===== config.mk =====
export PLATFORM = sky130hd
export DESIGN_NAME = fifo_port_ctrl
export DESIGN_NICKNAME = d
export VERILOG_FILES = /design/src/rtl/fifo_port_pkg.sv /design/src/rtl/fifo_port_arb.sv /design/src/rtl/fifo_port_ctrl.sv
export SDC_FILE = /design/constraint.sdc
export NUM_CORES = 1
export LEC_CHECK = 0
export ABC_AREA = 1
export BUFFER_PORTS_ARGS = -buffer_cell sky130_fd_sc_hd__buf_2
export CAP_MARGIN = 20
export CORE_AREA = 10 10 72 74
export CTS_BUF_LIST = sky130_fd_sc_hd__clkbuf_4 sky130_fd_sc_hd__clkbuf_8
export CTS_CLUSTER_DIAMETER = 80
export DETAILED_ROUTE_END_ITERATION = 8
export DIE_AREA = 0 0 82 84
export PLACE_DENSITY_LB_ADDON = 0.1
export RECOVER_POWER = 50
export SLEW_MARGIN = 5
export SYNTH_ARGS = -nofsm -noshare
export SYNTH_HDL_FRONTEND = slang
export SYNTH_HIERARCHICAL = 1
export SYNTH_SLANG_ARGS = --single-unit

===== constraint.sdc =====
create_clock -name clk -period 5.35 [get_ports clk]
set_input_delay 0.2675 -clock clk [delete_from_list [all_inputs] [get_ports clk]]
set_output_delay 0.2675 -clock clk [all_outputs]
set_load 0.02 [all_outputs]

===== src/rtl/fifo_port_pkg.sv =====
// Shared types and sizes for the FIFO port controller and its arbiter.
package fifo_port_pkg;

    localparam int DW     = 8;
    localparam int DEPTH  = 8;
    localparam int AW     = 3;
    localparam int MEM_AW = 4;

    typedef enum logic {PRIO_WR, PRIO_RD} prio_t;

    typedef logic [DW-1:0] data_t;
    typedef logic [AW-1:0] ptr_t;
    typedef logic [AW:0]   cnt_t;

endpackage


===== src/rtl/fifo_port_arb.sv =====
// One-grant-per-cycle arbiter between FIFO writes and refill reads.
// Priority only flips when both sides ask, so an idle side never loses its turn.
module fifo_port_arb
    import fifo_port_pkg::*;
(
    input  logic  want_wr,
    input  logic  want_rd,
    input  prio_t prio,
    output logic  gnt_wr,
    output logic  gnt_rd,
    output prio_t prio_next
);

    always_comb begin
        gnt_wr    = 1'b0;
        gnt_rd    = 1'b0;
        prio_next = prio;
        if (want_wr && want_rd) begin
            if (prio == PRIO_WR) begin
                gnt_wr    = 1'b1;
                prio_next = PRIO_RD;
            end else begin
                gnt_rd    = 1'b1;
                prio_next = PRIO_WR;
            end
        end else begin
            gnt_wr = want_wr;
            gnt_rd = want_rd;
        end
    end

endmodule


===== src/rtl/fifo_port_ctrl.sv =====
// Ready/valid FIFO front end for the 8x8 single-port register file, with a registered output stage.
// Optional high-water mark tracking is enabled by defining FIFO_PORT_CTRL_HWM_EN.
module fifo_port_ctrl
    import fifo_port_pkg::*;
(
    input  logic              clk,
    input  logic              rst_n,
`ifdef FIFO_PORT_CTRL_HWM_EN
    input  logic              hwm_clr,
    output logic [AW:0]       hwm,
`endif
    input  logic              push_valid,
    output logic              push_ready,
    input  logic [DW-1:0]     push_data,
    output logic              pop_valid,
    input  logic              pop_ready,
    output logic [DW-1:0]     pop_data,
    output logic [MEM_AW-1:0] mem_addr,
    output logic              mem_wen,
    output logic              mem_ren,
    output logic [DW-1:0]     mem_wdata,
    input  logic [DW-1:0]     mem_rdata,
    output logic [AW:0]       count,
    output logic              full,
    output logic              empty
);

    ptr_t  wr_ptr;
    ptr_t  rd_ptr;
    prio_t prio;
    prio_t prio_next;
    cnt_t  count_next;
    logic  want_wr;
    logic  want_rd;
    logic  gnt_wr;
    logic  gnt_rd;

    assign full      = (count == cnt_t'(DEPTH));
    assign empty     = (count == '0);
    assign mem_wdata = push_data;

    // A refill is allowed whenever the out register is free or is being drained this cycle.
    always_comb begin
        want_wr = push_valid && !full;
        want_rd = !empty && (!pop_valid || pop_ready);
    end

    fifo_port_arb u_arb (
        .want_wr   (want_wr),
        .want_rd   (want_rd),
        .prio      (prio),
        .gnt_wr    (gnt_wr),
        .gnt_rd    (gnt_rd),
        .prio_next (prio_next)
    );

    // Idle cycles park the address on rd_ptr.
    always_comb begin
        push_ready = gnt_wr;
        mem_wen    = gnt_wr;
        mem_ren    = gnt_rd;
        mem_addr   = {{(MEM_AW-AW){1'b0}}, (gnt_wr ? wr_ptr : rd_ptr)};
        count_next = count;
        if (gnt_wr) begin
            count_next = count + 1'b1;
        end else if (gnt_rd) begin
            count_next = count - 1'b1;
        end
    end

    always_ff @(posedge clk or negedge rst_n) begin
        if (!rst_n) begin
            wr_ptr <= '0;
            rd_ptr <= '0;
            count  <= '0;
            prio   <= PRIO_WR;
        end else begin
            prio  <= prio_next;
            count <= count_next;
            if (gnt_wr) begin
                wr_ptr <= wr_ptr + 1'b1;
            end
            if (gnt_rd) begin
                rd_ptr <= rd_ptr + 1'b1;
            end
        end
    end

    // The memory read is combinational, so the out register captures mem_rdata on the grant edge.
    always_ff @(posedge clk or negedge rst_n) begin
        if (!rst_n) begin
            pop_valid <= 1'b0;
            pop_data  <= '0;
        end else if (gnt_rd) begin
            pop_valid <= 1'b1;
            pop_data  <= mem_rdata;
        end else if (pop_valid && pop_ready) begin
            pop_valid <= 1'b0;
        end
    end

`ifdef FIFO_PORT_CTRL_HWM_EN
    always_ff @(posedge clk or negedge rst_n) begin
        if (!rst_n) begin
            hwm <= '0;
        end else if (hwm_clr) begin
            hwm <= count;
        end else if (count_next > hwm) begin
            hwm <= count_next;
        end
    end
`endif

endmodule


# --- Word-level counts from Yosys, hierarchy flattened ---
# Cells that the tools add are included.
classes:
  n_reduce_logical: 11
  muxes: 9
  add_sub_neg: 4
  eq_ne: 1
op_table:
  columns: ["op", "count"]
  rows:
  - ["$mux W4", 2]
  - ["$add A3 B1 Y3 const B", 2]
  - ["$mux W1", 6]
  - ["$add A4 B1 Y4 const B", 1]
  - ["$eq A4 B4 Y1 const B", 1]
  - ["$logic_and A1 B1 Y1", 4]
  - ["$logic_not A4 Y1", 1]
  - ["$reduce_bool A2 Y1", 2]
  - ["$sub A4 B1 Y4 const B", 1]
  - ["$logic_not A1 Y1", 3]
  - ["$mux W3", 1]
  - ["$logic_or A1 B1 Y1", 1]
totals:
  inputBits: 20
  elab_cells: 31
  ff_bits: 20

# --- Depth between registers and ports, before layout ---
# Gate-level depths: netlist of the first run.
depth:
  word_depth: 7
  ltp_mapped: 15

# --- By module ---
# Netlist of the first run, hierarchy kept.
by_module_without_submodules:
  columns: ["mod", "n_inst", "seq_area_each_um2", "cells_per_inst", "area_each_um2"]
  rows:
  - ["fifo_port_ctrl", 1, 500.5, 121, 1062.3]
  - ["fifo_port_arb", 1, 0.0, 9, 36.3]

# --- Worst setup path after synthesis of the first run ---
# No wires, ideal clock.
synth_timing:
  path_type: "register to register"
  from: "register count[0]"
  to: "register count[1]"
  path_slack_ns: 2.797
  required_time_ns: 5.225
  path_stages_with_launch: 12
  synth_period_minus_slack_ns: 2.553
  arrival_ns: 2.428
  path_buffers: 1
  path_cell_list: "dfrtp_1 nor2_1 inv_1 nor3_2 nor2_1 inv_1 nand2_1 nand2_1 buf_6 inv_4 fa_1 mux2_4"
synth_between:
  elab_chain_cells: 6
  elab_cells_between_ends: 14
synth_rtl:
  columns: ["element", "line_no", "text"]
  rows:
  - ["start: declaration", "fifo_port_ctrl.sv:23", "output logic [AW:0] count,"]
  - ["start signal: assignment", "fifo_port_ctrl.sv:79", "count <= count_next;"]
  - ["$logic_not A4 Y1", "fifo_port_ctrl.sv:39", "assign empty = (count == '0);"]
  - ["named net empty", "fifo_port_ctrl.sv:25", "output logic empty"]
  - ["$logic_not A1 Y1", "fifo_port_ctrl.sv:45", "want_rd = !empty && (!pop_valid || pop_ready);"]
  - ["$logic_and A1 B1 Y1", "fifo_port_ctrl.sv:45", null]
  - ["named net want_rd", "fifo_port_ctrl.sv:34", "logic want_rd;"]
  - ["$logic_and A1 B1 Y1", "fifo_port_arb.sv:18", "if (want_wr && want_rd) begin"]
  - ["$mux W1", "fifo_port_arb.sv:18", null]
  - ["named net mem_wen", "fifo_port_ctrl.sv:19", "output logic mem_wen,"]
  - ["$mux W4", "fifo_port_ctrl.sv:64", "if (gnt_wr) begin"]
  - ["named net count_next[1]", "fifo_port_ctrl.sv:32", "cnt_t count_next;"]
# The timed path passes the listed nets, and every way through them passes these cells. The select of a mux whose other input is x is not followed.
# A chain may end at the register's enable or synchronous reset.

# --- Final worst setup path of the first run ---
layout_timing:
  from: "register count[0]"
  to: "register count[3]"
layout_between:
  elab_chain_cells: 6
  elab_cells_between_ends: 14
layout_rtl:
  columns: ["element", "line_no", "text"]
  rows:
  - ["$eq A4 B4 Y1 (*)", "fifo_port_ctrl.sv:38", "assign full = (count == cnt_t'(DEPTH));"]
  - ["$logic_not A1 Y1 (*)", "fifo_port_ctrl.sv:44", "want_wr = push_valid && !full;"]
  - ["$logic_and A1 B1 Y1 (*)", "fifo_port_ctrl.sv:44", null]
  - ["named net want_wr", "fifo_port_ctrl.sv:33", "logic want_wr;"]
  - ["$logic_and A1 B1 Y1", "fifo_port_arb.sv:18", null]
  - ["$mux W1", "fifo_port_arb.sv:18", null]
  - ["$mux W4 or $reduce_bool A2 Y1 (tied branches)", null, null]
# The timed path passes the listed nets; every way through them passes the cells marked *. The select of a mux whose other input is x is not followed.

==> metrics.txt, run 1 <==
CTS Buf Count 3; pwr dens a little under 800 nW/um2; Yosys reg bits 20; Crit. End Element flip-flop; max cap viols 0; average size of a mapped cell 8.45 um2; total power about 1.0 mW; Crit Path Class flip-flop to flip-flop; P_int 533 uW; data arrival time of the worst path roughly 2.6 ns; Hold WC Path Type input port to flip-flop; Crit Path Max Fanout 12; vias in the first global route ~960; Hold Buf Count CTS 1; Fmax 403 MHz; buffers added on ports 32; Core Box Area roughly 3900 um2; syn_nets 155; RSZ-0062 raised after global routing no; multi-input logic area approximately 440 um2; grt ovf 0; Final Hold Vio Count 0; setup TNS 0 ns; first-pass GRT wire length 4510 um; Worst-path clk slew around 0.080 ns; placed insts 200; Max Clock Skew roughly 0.0025 ns; sequential power share 29.1%; Yosys cell types 22; share of layout cells above drive strength 1 between 20% and 30%; Synth Instances 130; WL/cell between 10 and 15 um; Yosys top cell area share 45.6%; Synth Warn # 6; P_sw 480 uW; static leakage roughly 0.71 nW; switch share a little under half; initial antenna violation count 0; Period Utilization, post-route between 40% and 50%; antenna viol nets, final 0; total die area slightly below 7000 um2; Yosys top cell by area dfrtp_1; initial DRC count 28; Initial Util about 28%; Net count, final 181; worst slew pin tran about 1.1 ns; synthesis-to-finish area growth 18.6%; crit path time final 2.48 ns; Slew HR between 20% and 30%; Post-CTS Setup Bufs 0; DIE WIDTH slightly above 80 um; VDD IR max 0.306 mV; Seq/Total Area, Yosys 45.6%; vias 859; Storage cell area 500 um2; Clock Sinks 20; status complete, no violations; clock network fraction of design power around 15%; pin count of the biggest net entering global routing 21; Finished Layout Cells 205; RD Place Congestion approximately 0.73; CTS tree done; htree depth 1; CP startpoint kind flip-flop; GRT Overall Usage roughly 8.2%; Filler Cell Count between 400 and 500; DP HPWL about 2100 um; Die H 84 um; Comb pwr share 55.8%; Critical Path RT approximately 5.5 ns; worst skew pair latency approximately 0.26 ns; final setup violation count 0; ranking of synthesized cells by area dfrtp_1 46%, nand2_1 16%, buf_4 7.5%; final max-slew violation count 0; post_cts resized 0; Post-Syn Area about 1100 um2; DRC 0; Via density 4.19; WL final ~2600 um; Max Buffers Root-to-Sink 2; DRT Pass-1 Iters 4; Antenna Cells 0; Root Buffer clkbuf_8; # rows 23; Ports 50
## worst max-delay path, stage by stage, from the launching register on
cell and delay (ns):
dfrtp_1 0.47, nor2_1 0.08, inv_1 0.10, nor3_2 0.05, nor2_1 0.20, nand3_1 0.14, nand2_1 0.39, inv_4 0.12
ha_1 0.38, a21oi_1 0.20, nand3_1 0.10, nand3_1 0.09, nand2_1 0.05
## path summary, 6_finish.rpt
| kind | startpoint | end | slack [ns] | cells past startpoint |
|---|---|---|---|---|
| setup / recovery | count[0]$_DFFE_PN0P_ | count[3]$_DFFE_PN0P_ | 2.87 | 12 |
| hold / removal | mem_rdata[1] | pop_data[1]$_DFFE_PN0P_ | 0.20 | 3 |
| setup reg to reg | count[0]$_DFFE_PN0P_ | count[3]$_DFFE_PN0P_ | 2.87 | 12 |
| hold reg to reg | pop_data[0]$_DFFE_PN0P_ | pop_data[0]$_DFFE_PN0P_ | 0.48 | 2 |
| max in group asynchronous | rst_n | wr_ptr[1]$_DFFE_PN0P_ | 3.93 | 2 |
| min in group asynchronous | rst_n | pop_data[5]$_DFFE_PN0P_ | 0.75 | 2 |
## cells in the final DEF (no fill, tap or decap), types with 2 or more instances in the layout
cell / instances
nand3_1: 8
clkbuf_1: 7
inv_1: 11
nor2_1: 5
dfrtp_1: 20
o21ai_0: 3
nor3_2: 2
clkbuf_8: 3
xor2_1: 4
a21oi_1: 2
ha_1: 4
buf_2: 25
nand2_1: 47
inv_2: 2
xnor2_1: 2
## sequential cells by signal, indices dropped and copies added, names as in the netlist
register	flops
count	4
wr_ptr	3
pop_data	8
prio	1
rd_ptr	3
pop_valid	1
## cells by family after synthesis
group                    synth area share [%]
AND/OR/NAND/NOR                          24.8
buffers and inverters                    14.0
flip-flops                               45.6
AO/OA/AOI/OAI                            2.73
XOR/XNOR                                 4.78
adder cells (fa/ha/maj)                  6.38
other                                   0.341
multiplexers                             1.37
## power groups by stage
stage	clock, mW	sequential [mW]	combinational [mW]
after global routing	0.165	0.308	0.648
after floorplan	0	0.349	0.380
after CTS	0.158	0.296	0.586
after detailed placement	0	0.297	0.584
final	0.153	0.295	0.565
after global placement	0	0.297	0.575
## synthesized netlist by cell type
cell / count
a21oi_1: 2
buf_2: 1
buf_4: 11
buf_6: 1
conb_1: 1
dfrtp_1: 20
fa_1: 1
ha_1: 4
inv_1: 11
inv_2: 2
inv_4: 1
mux2_4: 1
nand2_1: 47
nand2_2: 1
nand3_1: 8
nor2_1: 5
nor2_4: 1
nor3_2: 2
o21ai_0: 3
o21ai_1: 1
xnor2_1: 2
xor2_1: 4
## layer usage
layer  vias to the layer above  track usage [%]  routed length [um]
met5                         -                0                   0
met4                         0             1.70                   0
met3                         0             3.99                 182
met2                        25             14.1                1360
met1                       401             8.62                1060
li1                        433                -                   -
## stage by stage
step	cell area (um2)	utilization (%)	setup slack [ns]	hold WS, ns
5_1_grt	1300	33.8	2.59	0.208
3_5_place_dp	1230	31.9	2.87	0.254
6_report	1300	33.8	2.87	0.203
3_3_place_gp	1230	31.9	2.97	0.255
4_1_cts	1310	34.0	2.86	0.193
2_1_floorplan	1100	-	2.80	-0.0281
## final cells by class
| cell class | count | share of cell area, % |
|---|---|---|
| Tap cell | 50 | 4.80 |
| Multi-Input combinational cell | 83 | 34.1 |
| Sequential cell | 20 | 38.4 |
| Timing Repair Buffer | 34 | 13.0 |
| Clock buffer | 3 | 3.17 |
| Inverter | 14 | 4.23 |
| Clock inverter | 1 | 2.31 |
Power figures use the tool's default switching activity.
==> run 2, diff against run 1 <==
clock period = 2.2 ns   (was 5.35 ns; I/O delays follow)
==> metrics.txt, run 2 (synthesis results as in run 1) <==
status complete, no violations; pwr dens between 1500 and 2000 nW/um2; max cap viols 0; initial antenna violation count 0; RSZ-0062 raised after global routing yes; worst slew pin tran between 1 and 1.5 ns; crit path time final between 2 and 2.5 ns; htree depth 1; static leakage between 0.7 and 0.8 nW; Worst Setup SP count[1]$_DFFE_PN0P_; Root Buffer clkbuf_8; Crit Path Max Fanout 11; Max Buffers Root-to-Sink 2; Worst-path clk slew about 0.080 ns; max reg flops 8; Die H approximately 84 um; Crit Path Class flip-flop to primary output; Fmax approximately 500 MHz; WL/cell about 12 um; # rows 23; FF-to-FF Start count[1]$_DFFE_PN0P_; antenna viol nets, final 0; vias roughly 860; share of layout cells above drive strength 1 about a third; Period Utilization, post-route between 90% and 100%; GRT Overall Usage approximately 8.4%; depth of the worst register-to-register path 14; WL final 2530 um; DRC 0; grt ovf 0; CTS tree done; Post-CTS Setup Bufs 0; VDD IR max between 0.4 and 0.5 mV; pin count of the biggest net entering global routing 21; Antenna Cells 0; Max Clock Skew approximately 0.014 ns; synthesis-to-finish area growth 22.8%; worst skew pair latency roughly 0.26 ns; Initial Util between 20% and 30%; first-pass GRT wire length 4520 um; RD Place Congestion 0.719; final max-slew violation count 0; post-layout util about a third; initial DRC count 17; metal2 WL about 1300 um; vias in the first global route between 900 and 1000; Filler Cell Count 426; CP startpoint kind flip-flop; Worst Setup EP mem_addr[1]; Critical Path RT approximately 2.1 ns; Final Hold Vio Count 0; commonest non-fill, non-tap cell in the layout nand2_1; Crit. End Element primary output; DRT Pass-1 Iters 3; final setup violation count 0; buffers added on ports 32; DP HPWL between 2000 and 2500 um; top flop regs pop_data (8), count (4); Slew HR ~22%; Via density around 4.1; total die area 6890 um2; Reg2Reg Setup Slack between 0.15 and 0.2 ns; worst r2r dst count[3]$_DFFE_PN0P_; most frequent cells in the layout 45 x nand2_1, 26 x buf_2, 17 x dfrtp_1, 10 x inv_1, 8 x nand3_1; DIE WIDTH between 80 and 90 um; top sig layer met4; Hold WC Path Type input port to flip-flop; WL met1 997 um; Ports 50; CTS Buf Count 3; worst hold margin 0.0392 ns; data arrival time of the worst path about 1.9 ns; Net count, final between 150 and 200; Biggest register pop_data; met3 routed WL 250 um; Clock Sinks 20; Worst Setup Slack, final roughly 0.15 ns; Core Box Area about 3900 um2; setup slack after placement 0.123 ns
run 2: cell count changes in the layout (fill, tap and decap cells not counted), sizes merged:
cell | before | now
bufinv | 1 | 0
buf | 26 | 30
run 2: through the flow:
| stage | area (um2) | power [mW] | cells | TNS (ns) |
|---|---|---|---|---|
| 6_report | 1350 | 2.48 | 208 | 0 |
| 2_1_floorplan | 1140 | 1.87 | 130 | -0.205 |
| 3_3_place_gp | 1290 | 2.23 | 203 | 0 |
| 5_1_grt | 1350 | 2.77 | 208 | -0.0622 |
| 4_1_cts | 1350 | 2.54 | 208 | 0 |
| 3_5_place_dp | 1290 | 2.26 | 203 | 0 |
run 2: where the power goes:
part           switching (mW)  internal, mW
sequential              0.154         0.570
combinational           0.927         0.564
clock                   0.126         0.141
total                    1.21          1.28
run 2: layout make-up:
class | count | area [um2] | share of cell area (%)
well taps | 50 | 62.6 | 4.64
inverters | 14 | 60.1 | 4.45
repair buffers | 37 | 193 | 14.3
multi-input cells | 83 | 480 | 35.6
clock buffers | 4 | 48.8 | 3.62
flip-flops and latches | 20 | 504 | 37.4
run 2: worst max-delay path, cell delays in order, from the launching register on:
cell,delay [ns]
dfrtp_2,0.45
nor2_2,0.14
inv_2,0.07
nor3_4,0.20
nor2_2,0.07
inv_1,0.08
nand2_2,0.06
nand2_4,0.09
buf_4,0.19
nand2_1,0.06
o21ai_1,0.07
buf_2,0.18
run 2: repair_timing:
item	4_1_cts	5_1_grt
gates resized for setup	0	3
hold endpoints to repair	20	0
setup endpoints to repair	0	4
hold buffers	1	0
run 2: how the worst min path moves through the flow:
| stage | startpoint | end | slack, ns | cells past startpoint |
|---|---|---|---|---|
| final | pop_ready | pop_valid$_DFFE_PN0P_ | 0.04 | 2 |
| after global routing | mem_rdata[5] | pop_data[5]$_DFFE_PN0P_ | 0.03 | 3 |
| after CTS | pop_ready | pop_valid$_DFFE_PN0P_ | 0.03 | 2 |
| after detailed placement | rst_n | wr_ptr[0]$_DFFE_PN0P_ | 0.12 | 1 |
| after global placement | rst_n | count[2]$_DFFE_PN0P_ | 0.11 | 1 |
| after floorplan | rst_n | count[0]$_DFFE_PN0P_ | -0.19 | 0 |
run 2: metal layers:
metal	up-vias	GRT usage, %
met5	-	0
met4	0	3.25
met3	2	4.31
met2	26	13.8
met1	393	8.75
li1	441	-
